### config.mk
export PLATFORM = sky130hd
export DESIGN_NAME = sound_fx_sequencer
export DESIGN_NICKNAME = d
export VERILOG_FILES = /design/src/rtl/sound_pkg.sv /design/src/rtl/tone_divider.sv /design/src/rtl/sound_fx_sequencer.sv
export SDC_FILE = /design/constraint.sdc
export NUM_CORES = 1
export LEC_CHECK = 0
export CORE_ASPECT_RATIO = 1.25
export CORE_MARGIN = 2
export CORE_UTILIZATION = 40
export CTS_BUF_LIST = sky130_fd_sc_hd__clkbuf_4
export DETAILED_ROUTE_END_ITERATION = 8
export MAX_ROUTING_LAYER = met4
export PLACE_DENSITY_LB_ADDON = 0.08
export SYNTH_ARGS = -nofsm -noshare
export SYNTH_HDL_FRONTEND = slang
export SYNTH_SLANG_ARGS = --single-unit
### constraint.sdc
create_clock -name CLK -period 4.9 [get_ports CLK]
set_input_delay 0.98 -clock CLK [delete_from_list [all_inputs] [get_ports CLK]]
set_output_delay 0.98 -clock CLK [all_outputs]
set_load 0.02 [all_outputs]
### src/rtl/sound_pkg.sv
// Shared definitions for the sound effect sequencer: state codes, default
// timing constants, effect priority and the noise LFSR seed/taps.
package sound_pkg;

    typedef enum logic [1:0] {
        ST_IDLE  = 2'd0,
        ST_SHOT  = 2'd1,
        ST_BOOM  = 2'd2,
        ST_MARCH = 2'd3
    } fx_state_e;

    localparam int unsigned HALF_W_DEF     = 8;
    localparam int unsigned DUR_W_DEF      = 10;
    localparam int unsigned SHOT_HALF_DEF  = 20;
    localparam int unsigned SHOT_DUR_DEF   = 600;
    localparam int unsigned BOOM_HALF_DEF  = 60;
    localparam int unsigned BOOM_DUR_DEF   = 900;
    localparam int unsigned MARCH_HALF_DEF = 120;
    localparam int unsigned MARCH_DUR_DEF  = 240;

    // Fibonacci taps 8,6,5,4 as a mask over bits [7:0]
    localparam logic [7:0] LFSR_SEED = 8'h01;
    localparam logic [7:0] LFSR_TAPS = 8'hB8;

    // Higher value wins; IDLE ranks below every effect
    function automatic logic [1:0] fx_prio(input fx_state_e s);
        case (s)
            ST_BOOM:  fx_prio = 2'd3;
            ST_SHOT:  fx_prio = 2'd2;
            ST_MARCH: fx_prio = 2'd1;
            default:  fx_prio = 2'd0;
        endcase
    endfunction

endpackage

### src/rtl/tone_divider.sv
// Half-period divider: counts qualified ticks against cur_half and strobes
// toggle_c at the end of each half period; optionally sweeps cur_half upward.
module tone_divider
    import sound_pkg::*;
#(
    parameter int unsigned HALF_W = HALF_W_DEF
) (
    input  logic              CLK,
    input  logic              Rst,
    input  logic              load,
    input  logic [HALF_W-1:0] load_half,
    input  logic              clear,
    input  logic              advance,
    input  logic              sweep,
    output logic              toggle_c
);

    logic [HALF_W-1:0] hp_cnt;
    logic [HALF_W-1:0] cur_half;

    assign toggle_c = advance && (hp_cnt == cur_half - HALF_W'(1));

    // load beats clear beats advance; sweep saturates at all-ones
    always_ff @(posedge CLK) begin
        if (!Rst) begin
            hp_cnt   <= '0;
            cur_half <= '0;
        end else if (load) begin
            hp_cnt   <= '0;
            cur_half <= load_half;
        end else if (clear) begin
            hp_cnt   <= '0;
            cur_half <= '0;
        end else if (advance) begin
            if (toggle_c) begin
                hp_cnt <= '0;
                if (sweep && (cur_half != '1)) begin
                    cur_half <= cur_half + HALF_W'(1);
                end
            end else begin
                hp_cnt <= hp_cnt + HALF_W'(1);
            end
        end
    end

endmodule

### src/rtl/sound_fx_sequencer.sv
// Sound effect sequencer: shot sweep, boom and march square waves driven by the
// sound time-base tick. Define SOUND_NOISE_EN for an LFSR-noise explosion.
module sound_fx_sequencer
    import sound_pkg::*;
#(
    parameter int unsigned HALF_W     = HALF_W_DEF,
    parameter int unsigned DUR_W      = DUR_W_DEF,
    parameter int unsigned SHOT_HALF  = SHOT_HALF_DEF,
    parameter int unsigned SHOT_DUR   = SHOT_DUR_DEF,
    parameter int unsigned BOOM_HALF  = BOOM_HALF_DEF,
    parameter int unsigned BOOM_DUR   = BOOM_DUR_DEF,
    parameter int unsigned MARCH_HALF = MARCH_HALF_DEF,
    parameter int unsigned MARCH_DUR  = MARCH_DUR_DEF
) (
    input  logic       CLK,
    input  logic       Rst,
    input  logic       tick,
    input  logic       trig_shot,
    input  logic       trig_boom,
    input  logic       trig_march,
    output logic       spk,
    output logic       busy,
    output logic       tick_en,
    output logic [1:0] effect
);

    // Truncate to the counter width and promote zero to one
    function automatic logic [HALF_W-1:0] half_eff(input int unsigned v);
        half_eff = (HALF_W'(v) == '0) ? HALF_W'(1) : HALF_W'(v);
    endfunction

    function automatic logic [DUR_W-1:0] dur_eff(input int unsigned v);
        dur_eff = (DUR_W'(v) == '0) ? DUR_W'(1) : DUR_W'(v);
    endfunction

    localparam logic [HALF_W-1:0] SHOT_H  = half_eff(SHOT_HALF);
    localparam logic [HALF_W-1:0] BOOM_H  = half_eff(BOOM_HALF);
    localparam logic [HALF_W-1:0] MARCH_H = half_eff(MARCH_HALF);
    localparam logic [DUR_W-1:0]  SHOT_D  = dur_eff(SHOT_DUR);
    localparam logic [DUR_W-1:0]  BOOM_D  = dur_eff(BOOM_DUR);
    localparam logic [DUR_W-1:0]  MARCH_D = dur_eff(MARCH_DUR);

    fx_state_e         state_q, state_d, req;
    logic [DUR_W-1:0]  dur_q, dur_d, dur_lim;
    logic [HALF_W-1:0] req_half;
    logic              spk_q, spk_d, busy_q, busy_d;
    logic              accept, fx_tick, ending, toggle_c;
`ifdef SOUND_NOISE_EN
    logic [7:0]        lfsr_q, lfsr_d;
`endif

    always_ff @(posedge CLK) begin
        if (!Rst) begin
            state_q <= ST_IDLE;
            dur_q   <= '0;
            spk_q   <= 1'b0;
            busy_q  <= 1'b0;
`ifdef SOUND_NOISE_EN
            lfsr_q  <= LFSR_SEED;
`endif
        end else begin
            state_q <= state_d;
            dur_q   <= dur_d;
            spk_q   <= spk_d;
            busy_q  <= busy_d;
`ifdef SOUND_NOISE_EN
            lfsr_q  <= lfsr_d;
`endif
        end
    end

    // Trigger arbitration, duration counting and speaker level
    always_comb begin
        state_d  = state_q;
        dur_d    = dur_q;
        spk_d    = spk_q;
        busy_d   = busy_q;
        req      = ST_IDLE;
        req_half = '0;
        dur_lim  = DUR_W'(1);
`ifdef SOUND_NOISE_EN
        lfsr_d   = lfsr_q;
`endif

        if (trig_boom) begin
            req = ST_BOOM;
        end else if (trig_shot) begin
            req = ST_SHOT;
        end else if (trig_march) begin
            req = ST_MARCH;
        end

        case (req)
            ST_SHOT:  req_half = SHOT_H;
            ST_BOOM:  req_half = BOOM_H;
            ST_MARCH: req_half = MARCH_H;
            default:  req_half = '0;
        endcase

        case (state_q)
            ST_SHOT:  dur_lim = SHOT_D;
            ST_BOOM:  dur_lim = BOOM_D;
            ST_MARCH: dur_lim = MARCH_D;
            default:  dur_lim = DUR_W'(1);
        endcase

        // An accepted trigger swallows a coincident tick
        accept  = (req != ST_IDLE) && (fx_prio(req) >= fx_prio(state_q));
        fx_tick = tick && (state_q != ST_IDLE) && !accept;
        ending  = fx_tick && (dur_q == dur_lim - DUR_W'(1));

        if (accept) begin
            state_d = req;
            dur_d   = '0;
            spk_d   = 1'b0;
            busy_d  = 1'b1;
        end else if (ending) begin
            state_d = ST_IDLE;
            dur_d   = '0;
            spk_d   = 1'b0;
            busy_d  = 1'b0;
        end else if (fx_tick) begin
            dur_d = dur_q + DUR_W'(1);
            if (toggle_c) begin
`ifdef SOUND_NOISE_EN
                if (state_q == ST_BOOM) begin
                    spk_d  = lfsr_q[0];
                    lfsr_d = {lfsr_q[6:0], ^(lfsr_q & LFSR_TAPS)};
                end else begin
                    spk_d = ~spk_q;
                end
`else
                spk_d = ~spk_q;
`endif
            end
        end
    end

    tone_divider #(
        .HALF_W (HALF_W)
    ) u_tone (
        .CLK       (CLK),
        .Rst       (Rst),
        .load      (accept),
        .load_half (req_half),
        .clear     (ending),
        .advance   (fx_tick),
        .sweep     (state_q == ST_SHOT),
        .toggle_c  (toggle_c)
    );

    assign spk     = spk_q;
    assign busy    = busy_q;
    assign tick_en = busy_q;
    assign effect  = state_q;

endmodule
### Word level (Yosys, flattened, before mapping)

Cells that the tools add are included.

* bits in registers: 30
* input bits: 6
* output and inout port bits: 5
* logic and storage cells: 56

* add/subtract/negate cells: 5
* $lt $le $gt $ge: 1
* equality and inequality tests: 9
* muxes and demuxes: 17
* bitwise operators: 2
* reduce and logical (&&, ||, !) cells: 16

Operators with widths (number)
* $mux W8: 6
* $pmux W10 S3: 1
* $pmux W7 S3: 1
* $add A8 B1 Y8 const B: 2
* $pmux W2 S3: 2
* $add A10 B1 Y10 const B: 1
* $eq A10 B10 Y1: 1
* $mux W2: 5
* $sub A10 B1 Y10 const B: 1
* $reduce_bool A3 Y1: 3
* $eq A2 B2 Y1 const B: 4
* $eq A8 B8 Y1: 1
* $ne A8 B8 Y1 const B: 1
* $sub A8 B1 Y8 const B: 1
* $logic_and A1 B1 Y1: 6
* $reduce_bool A2 Y1: 3
* $eq A2 B1 Y1 const B: 2
* $reduce_and A3 Y1: 1
* $reduce_or A3 Y1: 1
* $ge A2 B2 Y1: 1
* $mux W1: 2
* $not A1 Y1: 2
* $reduce_and A2 Y1: 1
* $logic_not A1 Y1: 1

### Logic depth before layout (Yosys ltp)

* depth after elaboration: 14
* mapped depth: 12
* mapped depth without buffers: 11

### Cells and area by module

A second synthesis with hierarchy kept.

* cells, all modules: 266
* area total of the unflattened synthesis: 2194.6 um2

By module, submodules not included
* tone_divider: times used 1, cells each 143, area an instance 1171.1 um2, seq. area each 320.3 um2
* sound_fx_sequencer: times used 1, cells each 123, area an instance 1023.5 um2, seq. area each 280.3 um2

### Least setup slack after synthesis

OpenSTA, ideal clock, no wires.

* path type: input port to flip-flop
* from: in trig_shot
* to: reg u_tone.cur_half[7]
* setup time: 0.121 ns
* data arrival time: 3.270 ns
* data required time: 4.779 ns
* path slack: 1.509 ns
* stages on the path: 10
* path buffers: 1
* path through: nor2_1 -> or2_2 -> ha_1 -> ha_1 -> a21oi_1 -> o21a_1 -> and3_1 -> buf_1 -> nand4_1 -> mux2_2

* longest elaborated chain between the ends: 11
* elaborated cells on any way between the ends: 19
* classes of those cells: 1 x order compare; 3 x eq/ne; 5 x mux; 10 x reduce/logical

RTL lines
* start, declared: RTL line sound_fx_sequencer.sv:18 `input logic trig_shot,`
* $mux W2 *: RTL line sound_fx_sequencer.sv:87 `end else if (trig_shot) begin`
* $mux W2 *: RTL line sound_fx_sequencer.sv:85 `if (trig_boom) begin`
* $eq A2 B2 Y1 or $eq A2 B1 Y1 (tied branches): RTL line sound_pkg.sv:27 `case (s)`
* $pmux W2 S3: RTL line sound_pkg.sv:27
* $ge A2 B2 Y1: RTL line sound_fx_sequencer.sv:108 `accept = (req != ST_IDLE) && (fx_prio(req) >= fx_prio(state_q));`
* $logic_and A1 B1 Y1 *: RTL line sound_fx_sequencer.sv:108
* $logic_not A1 Y1: RTL line sound_fx_sequencer.sv:109 `fx_tick = tick && (state_q != ST_IDLE) && !accept;`
* $logic_and A1 B1 Y1: RTL line sound_fx_sequencer.sv:109
* $logic_and A1 B1 Y1 (on tied branches): RTL line sound_fx_sequencer.sv:110, tone_divider.sv:21
* $reduce_bool A3 Y1 (no line) or $mux W8 (tied branches)
* $reduce_and A3 Y1 (no line) or $mux W8 (tied branches)
* end signal, assigned: RTL line tone_divider.sv:30 `cur_half <= load_half;`
* end signal, assigned: RTL line tone_divider.sv:38 `cur_half <= cur_half + HALF_W'(1);`
* end, declared: RTL line tone_divider.sv:19 `logic [HALF_W-1:0] cur_half;`

Every way passes the cells marked *; elsewhere a longest branch is shown, timed or not.
A chain may end at the register's enable or synchronous reset.

### Final worst setup path

* from: in trig_march
* to: reg u_tone.cur_half[7]

* longest elaborated chain between the ends: 12
* elaborated cells on any way between the ends: 20
* classes of those cells: 1 x order compare; 3 x eq/ne; 6 x mux; 10 x reduce/logical

RTL lines
* start, declared: RTL line sound_fx_sequencer.sv:20 `input logic trig_march,`
* $mux W2 *: RTL line sound_fx_sequencer.sv:89 `end else if (trig_march) begin`
* $mux W2 *: RTL line sound_fx_sequencer.sv:87
* $mux W2 *: RTL line sound_fx_sequencer.sv:85
* $eq A2 B2 Y1 or $eq A2 B1 Y1 (tied branches): RTL line sound_pkg.sv:27
* $pmux W2 S3: RTL line sound_pkg.sv:27
* $ge A2 B2 Y1: RTL line sound_fx_sequencer.sv:108
* $logic_and A1 B1 Y1 *: RTL line sound_fx_sequencer.sv:108
* $logic_not A1 Y1: RTL line sound_fx_sequencer.sv:109
* $logic_and A1 B1 Y1: RTL line sound_fx_sequencer.sv:109
* $logic_and A1 B1 Y1 (on tied branches): RTL line sound_fx_sequencer.sv:110, tone_divider.sv:21
* $reduce_bool A3 Y1 (no line) or $mux W8 (tied branches)
* $reduce_and A3 Y1 (no line) or $mux W8 (tied branches)

Marked as above.

==> impl_metrics.yaml <==
setup_path:
  worstPathArrival_ps: 4060
  cp_slowest_cell: "clkdlybuf4s50_1"
  required_ps: 5130
  path_buf_inv: 2
  path_cells: "clkdlybuf4s50_1 -> nor2_1 -> or2_2 -> ha_1 -> ha_1 -> a21oi_1 -> buf_4 -> o21a_1 -> and3_1 -> nand4_1 -> mux2_2"
  cp_top_family: "simple AND/OR/NAND/NOR gates"
  cp-end-kind: "register"
  cpMostUsedCell: "ha_1"
  worstPathMaxFanout: 16
  worst-setup-path-type: "in -> reg"
  start_kind: "primary input"
  critPathMaxStageDelay_ps: 500
routing:
  drtAntennaViolNets: 0
  via_count: 1797
  dr.first_iter.drc_count: 145
  drtPass1Iterations: 4
  drc_errors: 0
  post_drt_wl_per_cell_um: 15.0
  drt-vias-per-instance: 5.48
  routed_wl_um: 4910
clock_tree:
  hold_buffers: 0
  tritoncts: "yes"
  clk_latency_ps: 330
  cts_buffers: 5
  cts-root-buf: "clkbuf_4"
  h-tree-depth: 2
  cts.path.max_buffers: 2
  cts-resized-gates: 0
  cts.sinks: 30
  cts.reportedPaths.clkPinSlew_ps: 110
  postCtsSetupBuffers: 0
timing:
  timing.final.max_slew_violations: 0
  fin_crit_ps: 3830
  fin_setup_tns_ps: 0
  min_period_over_period_pct: 78.1
  setup_viol: 0
  rsz0062_at_grt: "false"
  hold_violations: 0
  maxSlewHeadroom_pct: 55.9
  layout_setup_ws_ps: 1070
  worstMarginPinSlew_ps: 660
  fmax_mhz: 261
  fin_skew_ps: 3.53
floorplanning:
  die_area_um2: 6050
  die_w_um: 70.0
  initial_utilization_pct: 40.8
  io_pins: 11
  rows: 30
  coreArea_um2: 5330
  die_height_um: 86.4
placement:
  dp_slack_ps: 744
  portBuffers: 10
  dpl.hpwl_um: 3750
  gp_congestion: 0.789
logic_synthesis:
  async_reset_ff_share_pct: 0
  synth_cell_types: 56
  synth_ff_type: "dfxtp_1"
  syn_nets: 279
  syn_inst: 257
  yosys_warnings: 0
  yosysTopAreaCell: "dfxtp_1"
  yosysMostFrequentCell: "dfxtp_1"
  synthTopCellsByArea: "dfxtp_1 28%, ha_1 9.2%, xnor2_1 6.0%"
  ys_top_cells_by_count: "30 x dfxtp_1, 25 x nor2_1, 16 x ha_1"
  syn_area_um2: 2170
  synth_area_per_cell_um2: 8.46
  synth_top_area_share_pct: 27.6
  synth_edf_count: 0
  synth_seq_cells: 30
  seq_area_frac_synth_pct: 27.6
power:
  p_switching_mw: 0.298
  swShare_pct: 40.3
  pwr-share-seq_pct: 39.8
  leakage_nw: 0.863
  p_per_area_nw_per_um2: 314
  vdd_drop_max_v: 0.000177
  pwr-share-comb_pct: 39.9
  p_clk_share_pct: 20.3
  power_mw: 0.739
  p_int_mw: 0.441
final_layout:
  antenna_cells: 0
  drive_above_1_share_pct: 9.47
  area_growth_pct: 8.23
  layout.nets: 285
grt:
  grt_pass1_vias: 1790
  grt_pass1_wl_um: 8620
  overflow: 0
  gr-usage-all-layers_pct: 18.5
  antenna_found_initial: 0
  grt_max_degree: 17
hold_path:
  hp-class: "reg -> reg"
run:
  drv_cap: 0
status:
  status: "finished, final reports clean"
[state kept, by name, indices dropped and copies added (netlist names)]
signal           count
effect               2
spk                  1
busy                 1
u_tone.cur_half      8
u_tone.hp_cnt        8
dur_q               10
[area by class of cell]
cell class	count	area, um^2
multi-input combinational	204	1470
sequential	30	601
timing repair buffer	12	115
clock inverter	3	16.3
tap	64	80.1
clock buffer	5	37.5
fill	574	2980
inverter	10	37.5
[stage by stage]
step	instance area [um^2]	utilization (%)	hold WS [ps]	instances
finish	2350	44.2	517	328
global placement	2300	43.1	503	320
CTS	2350	44.2	521	328
floorplan	2170	-	478	257
global route	2350	44.2	567	328
detailed placement	2300	43.1	505	320
[placed cells by master, fill, tap and decap left out, drive strengths merged, types with 2 or more instances in the layout]
cell type	n
a211o	2
a2111oi	2
o2111ai	2
nand4	11
a21o	2
a21oi	12
nand2	15
and2	4
nand3b	2
nor3	11
o31ai	3
nand2b	3
a22oi	3
nor2	25
dfxtp	30
o211a	4
clkdlybuf4s50	10
and3	4
nor4	4
a32oi	2
clkbuf	5
ha	16
a211oi	2
or3	6
o21ai	10
buf	2
nand3	12
inv	10
xnor2	15
nor2b	4
clkinv	2
or3b	2
xor2	13
[power groups by stage]
stage	Combinational (mW)	Sequential (mW)	Clock, mW
floorplan	0.249	0.280	0
detailed placement	0.295	0.300	0
finish	0.295	0.294	0.150
global route	0.332	0.299	0.167
global placement	0.298	0.300	0
CTS	0.298	0.294	0.158
[metal layers]
metal	wire length (um)	vias up	track usage [%]	share of wire, %
li1	-	939	-	-
met1	2210	833	21.3	45
met2	2550	20	33.3	52
met3	81	5	2.79	1.7
met4	68	0	5.24	1.4
met5	0	-	-	0
[worst min-delay path, cell delays in order, from the launching register on]
cell and delay, ps:
dfxtp_1 360, nand2_1 70, a21oi_1 50
[cells by family (layout without fill, tap and decap cells)]
group,after synthesis,after routing,synth area share (%)
XOR/XNOR,28,28,11.3
AO/OA/AOI/OAI,53,53,19.6
AND/OR/NAND/NOR,105,105,26.4
buffers and inverters,23,30,4.95
multiplexers,2,2,0.978
adder cells (fa/ha/maj),16,16,9.21
flip-flops,30,30,27.6
[path summary, 6_finish.rpt]
check	from	to	slack (ps)	depth (start not counted)
hold reg to reg	dur_q[1]	dur_q[1]	520	2
setup reg to reg	effect[0]	u_tone.cur_half[7]	1810	12
hold / removal	dur_q[1]	dur_q[1]	520	2
setup / recovery	trig_march	u_tone.cur_half[7]	1070	11
Power figures use the tool's default switching activity.
